### src/rtl/overlay_pkg.sv
// Shared types for the overlay fetch path: FSM state encoding and RGBA4444 pixel layout.
// Latency: none (types and a combinational helper only).
// Backpressure: n/a.
package overlay_pkg;

   localparam int PIX_W = 16;

   typedef enum logic [1:0] {
      IDLE,
      FETCH,
      WAIT,
      DRAIN
   } fetch_state_e;

   typedef struct packed {
      logic [3:0] a;
      logic [3:0] b;
      logic [3:0] g;
      logic [3:0] r;
   } argb4_t;

   // Memory word is {a,b,g,r} from MSB to LSB, which is exactly the struct layout.
   function automatic argb4_t unpack_argb4(input logic [PIX_W-1:0] word);
      argb4_t px;
      px.a = word[15:12];
      px.b = word[11:8];
      px.g = word[7:4];
      px.r = word[3:0];
      return px;
   endfunction

endpackage

### src/rtl/sync_fifo.sv
// Generic synchronous FIFO with show-ahead output and synchronous flush.
// Latency: a pushed word is visible on dout the cycle after the push.
// Backpressure: push when full and pop when empty are ignored; the caller gates them via level.
module sync_fifo #(
   parameter int WIDTH = 16,
   parameter int DEPTH = 16
) (
   input  logic                     clk,
   input  logic                     reset_n,
   input  logic                     flush,
   input  logic                     push,
   input  logic [WIDTH-1:0]         din,
   input  logic                     pop,
   output logic [WIDTH-1:0]         dout,
   output logic [$clog2(DEPTH):0]   level
);

   localparam int AW = $clog2(DEPTH);
   localparam logic [AW:0] FULL_LVL = (AW+1)'(DEPTH);

   logic [WIDTH-1:0] mem [DEPTH];
   logic [AW-1:0]    rd_ptr;
   logic [AW-1:0]    wr_ptr;
   logic             do_push;
   logic             do_pop;

   assign do_push = push & ~flush & (level != FULL_LVL);
   assign do_pop  = pop  & ~flush & (level != '0);
   assign dout    = mem[rd_ptr];

   // Storage array: written on accepted push, no reset needed.
   always_ff @(posedge clk) begin
      if (do_push) mem[wr_ptr] <= din;
   end

   // Pointers and occupancy; flush empties the FIFO in one cycle.
   always_ff @(posedge clk or negedge reset_n) begin
      if (!reset_n) begin
         rd_ptr <= '0;
         wr_ptr <= '0;
         level  <= '0;
      end else if (flush) begin
         rd_ptr <= '0;
         wr_ptr <= '0;
         level  <= '0;
      end else begin
         if (do_push) wr_ptr <= wr_ptr + 1'b1;
         if (do_pop)  rd_ptr <= rd_ptr + 1'b1;
         level <= level + (AW+1)'(do_push) - (AW+1)'(do_pop);
      end
   end

endmodule

### src/rtl/overlay_stream_fetch.sv
// Overlay stream fetch: burst-reads the RGBA4444 overlay frame from SDRAM into a prefetch FIFO, one pixel per ce_pix.
// Latency: pixel registered 1 clk after its pop; first word lands mem-latency + 2 clk after frame start.
// Backpressure: a burst is issued only when the FIFO can hold all of it; a pop from empty yields zero + sticky underflow.
module overlay_stream_fetch
   import overlay_pkg::*;
#(
   parameter int ADDR_W     = 25,
   parameter int DATA_W     = 16,
   parameter int FIFO_DEPTH = 16,
   parameter int BURST_LEN  = 4,
   parameter int PIX_STRIDE = 2
) (
   input  logic                            clk,
   input  logic                            reset_n,
   input  logic                            enable,
   input  logic [ADDR_W-1:0]               base_addr,
   input  logic                            vsync,
   input  logic                            de,
   input  logic                            ce_pix,
   output logic                            mem_req,
   output logic [ADDR_W-1:0]               mem_addr,
   input  logic                            mem_ack,
   input  logic                            mem_valid,
   input  logic [DATA_W-1:0]               mem_data,
   output logic [3:0]                      px_r,
   output logic [3:0]                      px_g,
   output logic [3:0]                      px_b,
   output logic [3:0]                      px_a,
   output logic                            px_valid,
   output logic                            underflow,
   output logic [$clog2(FIFO_DEPTH):0]     fifo_level
);

   localparam int LVL_W = $clog2(FIFO_DEPTH) + 1;
   localparam int CNT_W = $clog2(BURST_LEN) + 1;
   localparam logic [LVL_W-1:0]  FIFO_L      = LVL_W'(FIFO_DEPTH);
   localparam logic [LVL_W-1:0]  BURST_L     = LVL_W'(BURST_LEN);
   localparam logic [CNT_W-1:0]  LAST_CNT    = CNT_W'(BURST_LEN - 1);
   localparam logic [ADDR_W-1:0] BURST_BYTES = ADDR_W'(BURST_LEN * PIX_STRIDE);

   fetch_state_e       state;
   logic               vs_d;
   logic               fs;
   logic               flush;
   logic               push;
   logic               pop;
   logic               fifo_empty;
   logic               last_word;
   logic               armed;
   logic [LVL_W-1:0]   free;
   logic [ADDR_W-1:0]  next_addr;
   logic [CNT_W-1:0]   word_cnt;
   logic [DATA_W-1:0]  fifo_dout;
   argb4_t             px_q;

   assign fs         = vsync & ~vs_d & enable;
   assign flush      = fs | ~enable;
   assign push       = mem_valid & (state == WAIT) & ~flush;
   assign pop        = ce_pix & de & enable;
   assign fifo_empty = (fifo_level == '0);
   assign free       = FIFO_L - fifo_level;
   assign last_word  = mem_valid & (word_cnt == LAST_CNT);

   sync_fifo #(
      .WIDTH (DATA_W),
      .DEPTH (FIFO_DEPTH)
   ) u_fifo (
      .clk     (clk),
      .reset_n (reset_n),
      .flush   (flush),
      .push    (push),
      .din     (mem_data),
      .pop     (pop),
      .dout    (fifo_dout),
      .level   (fifo_level)
   );

   // vsync edge detector.
   always_ff @(posedge clk or negedge reset_n) begin
      if (!reset_n) vs_d <= 1'b0;
      else          vs_d <= vsync;
   end

   // Fetch FSM, address counter and burst word counter. Fetching is armed by a
   // frame start and disarmed whenever the overlay is disabled, so a re-enable
   // waits for the next frame instead of resuming at a stale address.
   always_ff @(posedge clk or negedge reset_n) begin
      if (!reset_n) begin
         state     <= IDLE;
         mem_req   <= 1'b0;
         mem_addr  <= '0;
         next_addr <= '0;
         word_cnt  <= '0;
         armed     <= 1'b0;
      end else begin
         if (fs)           armed <= 1'b1;
         else if (!enable) armed <= 1'b0;

         if (fs)                                next_addr <= base_addr;
         else if (state == FETCH && mem_ack)    next_addr <= next_addr + BURST_BYTES;

         case (state)
            IDLE: begin
               if (enable && armed && !fs && free >= BURST_L) begin
                  state    <= FETCH;
                  mem_req  <= 1'b1;
                  mem_addr <= next_addr;
               end
            end
            FETCH: begin
               if (mem_ack) begin
                  mem_req  <= 1'b0;
                  word_cnt <= '0;
                  state    <= flush ? DRAIN : WAIT;
               end else if (flush) begin
                  mem_req <= 1'b0;
                  state   <= IDLE;
               end
            end
            WAIT: begin
               if (mem_valid) word_cnt <= word_cnt + 1'b1;
               if (last_word)  state <= IDLE;
               else if (flush) state <= DRAIN;
            end
            DRAIN: begin
               if (mem_valid) word_cnt <= word_cnt + 1'b1;
               if (last_word) state <= IDLE;
            end
            default: state <= IDLE;
         endcase
      end
   end

   // Pixel output registers and sticky underflow; frame start clears underflow.
   always_ff @(posedge clk or negedge reset_n) begin
      if (!reset_n) begin
         px_q      <= '0;
         px_valid  <= 1'b0;
         underflow <= 1'b0;
      end else begin
         if (fs)                      underflow <= 1'b0;
         else if (pop && fifo_empty)  underflow <= 1'b1;

         if (!enable) begin
            px_q     <= '0;
            px_valid <= 1'b0;
         end else if (pop) begin
            if (!fifo_empty) begin
               px_q     <= unpack_argb4(fifo_dout);
               px_valid <= 1'b1;
            end else begin
               px_q     <= '0;
               px_valid <= 1'b0;
            end
         end
      end
   end

   assign px_r = px_q.r;
   assign px_g = px_q.g;
   assign px_b = px_q.b;
   assign px_a = px_q.a;

endmodule

### config.mk
export PLATFORM = sky130hd
export DESIGN_NAME = overlay_stream_fetch
export DESIGN_NICKNAME = d
export VERILOG_FILES = /design/src/rtl/overlay_pkg.sv /design/src/rtl/sync_fifo.sv /design/src/rtl/overlay_stream_fetch.sv
export SDC_FILE = /design/constraint.sdc
export NUM_CORES = 1
export LEC_CHECK = 0
export ABC_AREA = 1
export CAP_MARGIN = 20
export CORE_MARGIN = 1.5
export CORE_UTILIZATION = 45
export CTS_CLUSTER_DIAMETER = 120
export DETAILED_ROUTE_END_ITERATION = 12
export GPL_ROUTABILITY_DRIVEN = 0
export PLACE_DENSITY = 0.7
export SETUP_SLACK_MARGIN = 0.1
export SLEW_MARGIN = 25
export SYNTH_ARGS = -nofsm -noshare
export SYNTH_HDL_FRONTEND = slang
export SYNTH_SLANG_ARGS = --single-unit
### constraint.sdc
create_clock -name clk -period 3.8 [get_ports clk]
set_clock_uncertainty 0.2 [all_clocks]
set_input_delay 0.95 -clock clk [delete_from_list [all_inputs] [get_ports clk]]
set_output_delay 0.95 -clock clk [all_outputs]
set_load 0.05 [all_outputs]
==> metrics <==
cells after synthesis 1365; Total GRT Usage 0.216; Crit. End Element register; delay-heaviest family, CP adder cells; Bufs and invs on worst path 5; period utilization 0.827; buffer count from post-CTS setup fixing 0; Hold Buf Count CTS 0; number of distinct library cells after synthesis 38; Worst Setup Start Kind register; Worst EP required 4.05 ns; CTS clk-pin slew, worst paths 0.06 ns; Die W 184 um; crit path cell chain inv_1 -> ha_1 -> inv_1 -> nor2_1 -> ha_1 -> nor3_4 -> nand2_1 -> inv_1 -> ha_1 -> inv_1 -> ha_1 -> inv_1 -> fa_1 -> nor2_1 -> nor2_1 -> o21bai_1 -> o21ai_0 -> a21oi_1; largest net degree at the start of global routing 71; sw frac 0.312; Most used DFF post-synth edfxtp_1; most area-hungry cell type in the Yosys netlist edfxtp_1; max-slew violation count 0; WL per Instance 18.3 um; combinational share of power 0.214; CTS tree done; drt initial violations 1048; gr ovfl total 0; dpl hpwl 21.5 mm; synth cell count leaders nand2_1, edfxtp_1, nor2_1, nand3_1, o21ai_0; slowest CP cell dfrtp_1; Mean Syn Cell Area 10.8 sq um; Synth Register Bits 345; Final Hold Viols 0; share of cells above drive strength 1 0.0865; setup TNS 0 ns; Setup-failing EPs final 0; Routed Antenna Nets 0; Slew headroom 0.384; synth warn 0; number of H-tree levels 2; PwrDens 591 nW/um^2; die area 33800 sq um; Placement Rows 66; post-synth design cell area 14700 sq um; # resized after CTS 0; Hold WC Path Type in2async; most common cell in the synthesized netlist nand2_1; Least-Margin Pin Slew 0.924 ns; Initial Utilization 0.455; worst slack, placed 0.208 ns; setup ws final 0.658 ns; share of the synthesized area in the top cell type 0.522; clock buffer depth 3; kind of critical path reg2reg; vias per inst 5.31; First-pass DRT Iterations 5; RSZ-0062 raised after global routing no; initial antenna violation count 1; register area share after synthesis 0.673; Int Pwr 7080 uW; Die Y 184 um; Most Frequent Cell on Critical Path inv_1; Critical Path Source u_fifo.level[2]$_DFF_PN0_; CTS sink cnt 345; VDD IR max 0.443 mV; Final min period 3.14 ns; core area 32400 sq um; Clock Latency Late Sink 0.53 ns; Final nets 1541; fillers 2841; number of max-cap violations 0; first-pass GRT wire length 56.1 mm; DRC viols 0; reg2reg setup slack 0.66 ns; vias in the first global route 10200; Detailed Route WL 35.6 mm; Seq pwr share 0.450; CTS Buf Count 37; Max Clk Rate 0.318 GHz; synth top area cells edfxtp_1, dfrtp_1, nand2_1, nand3_1, o21ai_0; syn nets 1432; Top Ports 98; Clock power frac 0.336; Psw 3220 uW; leak pwr 0.00685 uW; Root Buffer clkbuf_16; port bufs 97; reg2reg start u_fifo.level[2]$_DFF_PN0_; max incr delay on CP 0.41 ns; via count 10300; Post-synth EDFFs 256; outcome finished, final reports clean; Syn-to-layout area delta 18.3%; Worst Path Max Fanout 4; crit path DAT 3.40 ns; asr flop ratio synth 0.258
-- sequential cells by signal, indices dropped and copies added, names as in the netlist, 3 cells and up --
register       flops
px_r               4
next_addr         25
px_g               4
mem_addr          25
u_fifo.wr_ptr      4
px_b               4
word_cnt           3
u_fifo.rd_ptr      4
px_a               4
u_fifo.level       5
u_fifo.mem       256
-- power by group through the flow --
stage / Combinational [uW] / Clock, uW / Sequential, uW
after floorplan: 960 / 0 / 5200
after detailed placement: 2210 / 0 / 4700
after global placement: 2180 / 0 / 4690
after global routing: 2440 / 3670 / 4680
after CTS: 2220 / 3520 / 4630
final: 2200 / 3460 / 4630
-- per-stage QoR --
stage | instances | hold WS, ns | utilization | cell area, sq um | power, uW
final | 1946 | 0.238 | 0.538 | 17400 | 10300
after floorplan | 1365 | 0.250 | - | 14700 | 6160
after global routing | 1946 | 0.296 | 0.538 | 17400 | 10800
after CTS | 1945 | 0.264 | 0.538 | 17400 | 10400
after global placement | 1877 | 0.264 | 0.502 | 16300 | 6870
after detailed placement | 1877 | 0.271 | 0.502 | 16300 | 6910
-- worst register-to-register path, delay by kind of cell, from the launching register on --
kind / cells / cell delay (ns)
AO/OA/AOI/OAI: 3 / 0.35
adder cells (fa/ha/maj): 5 / 1.23
buffers and inverters: 5 / 0.39
flip-flops: 1 / 0.41
AND/OR/NAND/NOR: 5 / 0.51
-- worst paths after layout --
path	to	depth (start not counted)
worst max-delay path	u_fifo.level[4]$_DFF_PN0_	18
worst min-delay path	px_r[1]$_DFFE_PN0P_	1
worst max register to register	u_fifo.level[4]$_DFF_PN0_	18
worst min register to register	px_b[1]$_DFFE_PN0P_	2
max in group asynchronous	mem_addr[7]$_DFFE_PN0P_	2
min in group clk	px_b[1]$_DFFE_PN0P_	2
-- cell families after synthesis --
family / count (synthesis) / share of synthesized area
simple gates: 612 / 0.174
flops: 345 / 0.673
compound gates: 235 / 0.0898
buf+inv: 150 / 0.0445
fa+ha+maj: 18 / 0.0158
xor+xnor: 5 / 0.00297
-- final cells by class --
type                            count  area (sq um)  area share
Clock inverter                     19           178      0.0102
Multi-Input combinational cell    870          4200       0.241
Clock buffer                       49           991      0.0569
Tap cell                          442           553      0.0317
Inverter                           89           335      0.0192
Antenna cell                        1          2.50    0.000144
Sequential cell                   345          9920       0.569
Timing Repair Buffer              131          1250      0.0717
-- cells in the final DEF, fill, tap and decap left out, types with 2 or more instances in the layout --
| cell type | n |
|---|---|
| nor2_4 | 6 |
| clkbuf_8 | 2 |
| a211oi_1 | 2 |
| buf_4 | 33 |
| nor3_1 | 10 |
| dfrtp_1 | 88 |
| ha_1 | 17 |
| xor2_1 | 3 |
| inv_1 | 80 |
| o22ai_1 | 23 |
| nor2_1 | 95 |
| clkinv_1 | 9 |
| inv_2 | 6 |
| a21oi_1 | 65 |
| nor2_2 | 19 |
| inv_6 | 2 |
| nand2_4 | 3 |
| xnor2_1 | 2 |
| clkinv_2 | 4 |
| o21ai_0 | 93 |
| o21bai_1 | 3 |
| clkbuf_1 | 10 |
| clkinv_8 | 2 |
| o21ai_1 | 10 |
| a21boi_0 | 16 |
| nand3_1 | 97 |
| nand3_2 | 2 |
| o211ai_1 | 19 |
| edfxtp_1 | 256 |
| clkinv_4 | 3 |
| clkdlybuf4s50_1 | 96 |
| buf_12 | 2 |
| nand4_1 | 6 |
| nand2_2 | 2 |
| nand2_1 | 370 |
| bufinv_16 | 2 |
| clkbuf_16 | 37 |
-- per-layer routing --
| metal | track usage | up-vias | routed length, um |
|---|---|---|---|
| met5 | 0 | - | 0 |
| met4 | 0.0630 | 0 | 859 |
| met3 | 0.0402 | 58 | 2690 |
| met2 | 0.351 | 399 | 16800 |
| met1 | 0.298 | 4976 | 15300 |
| li1 | - | 4906 | - |
(Power assumes the default switching activity.)
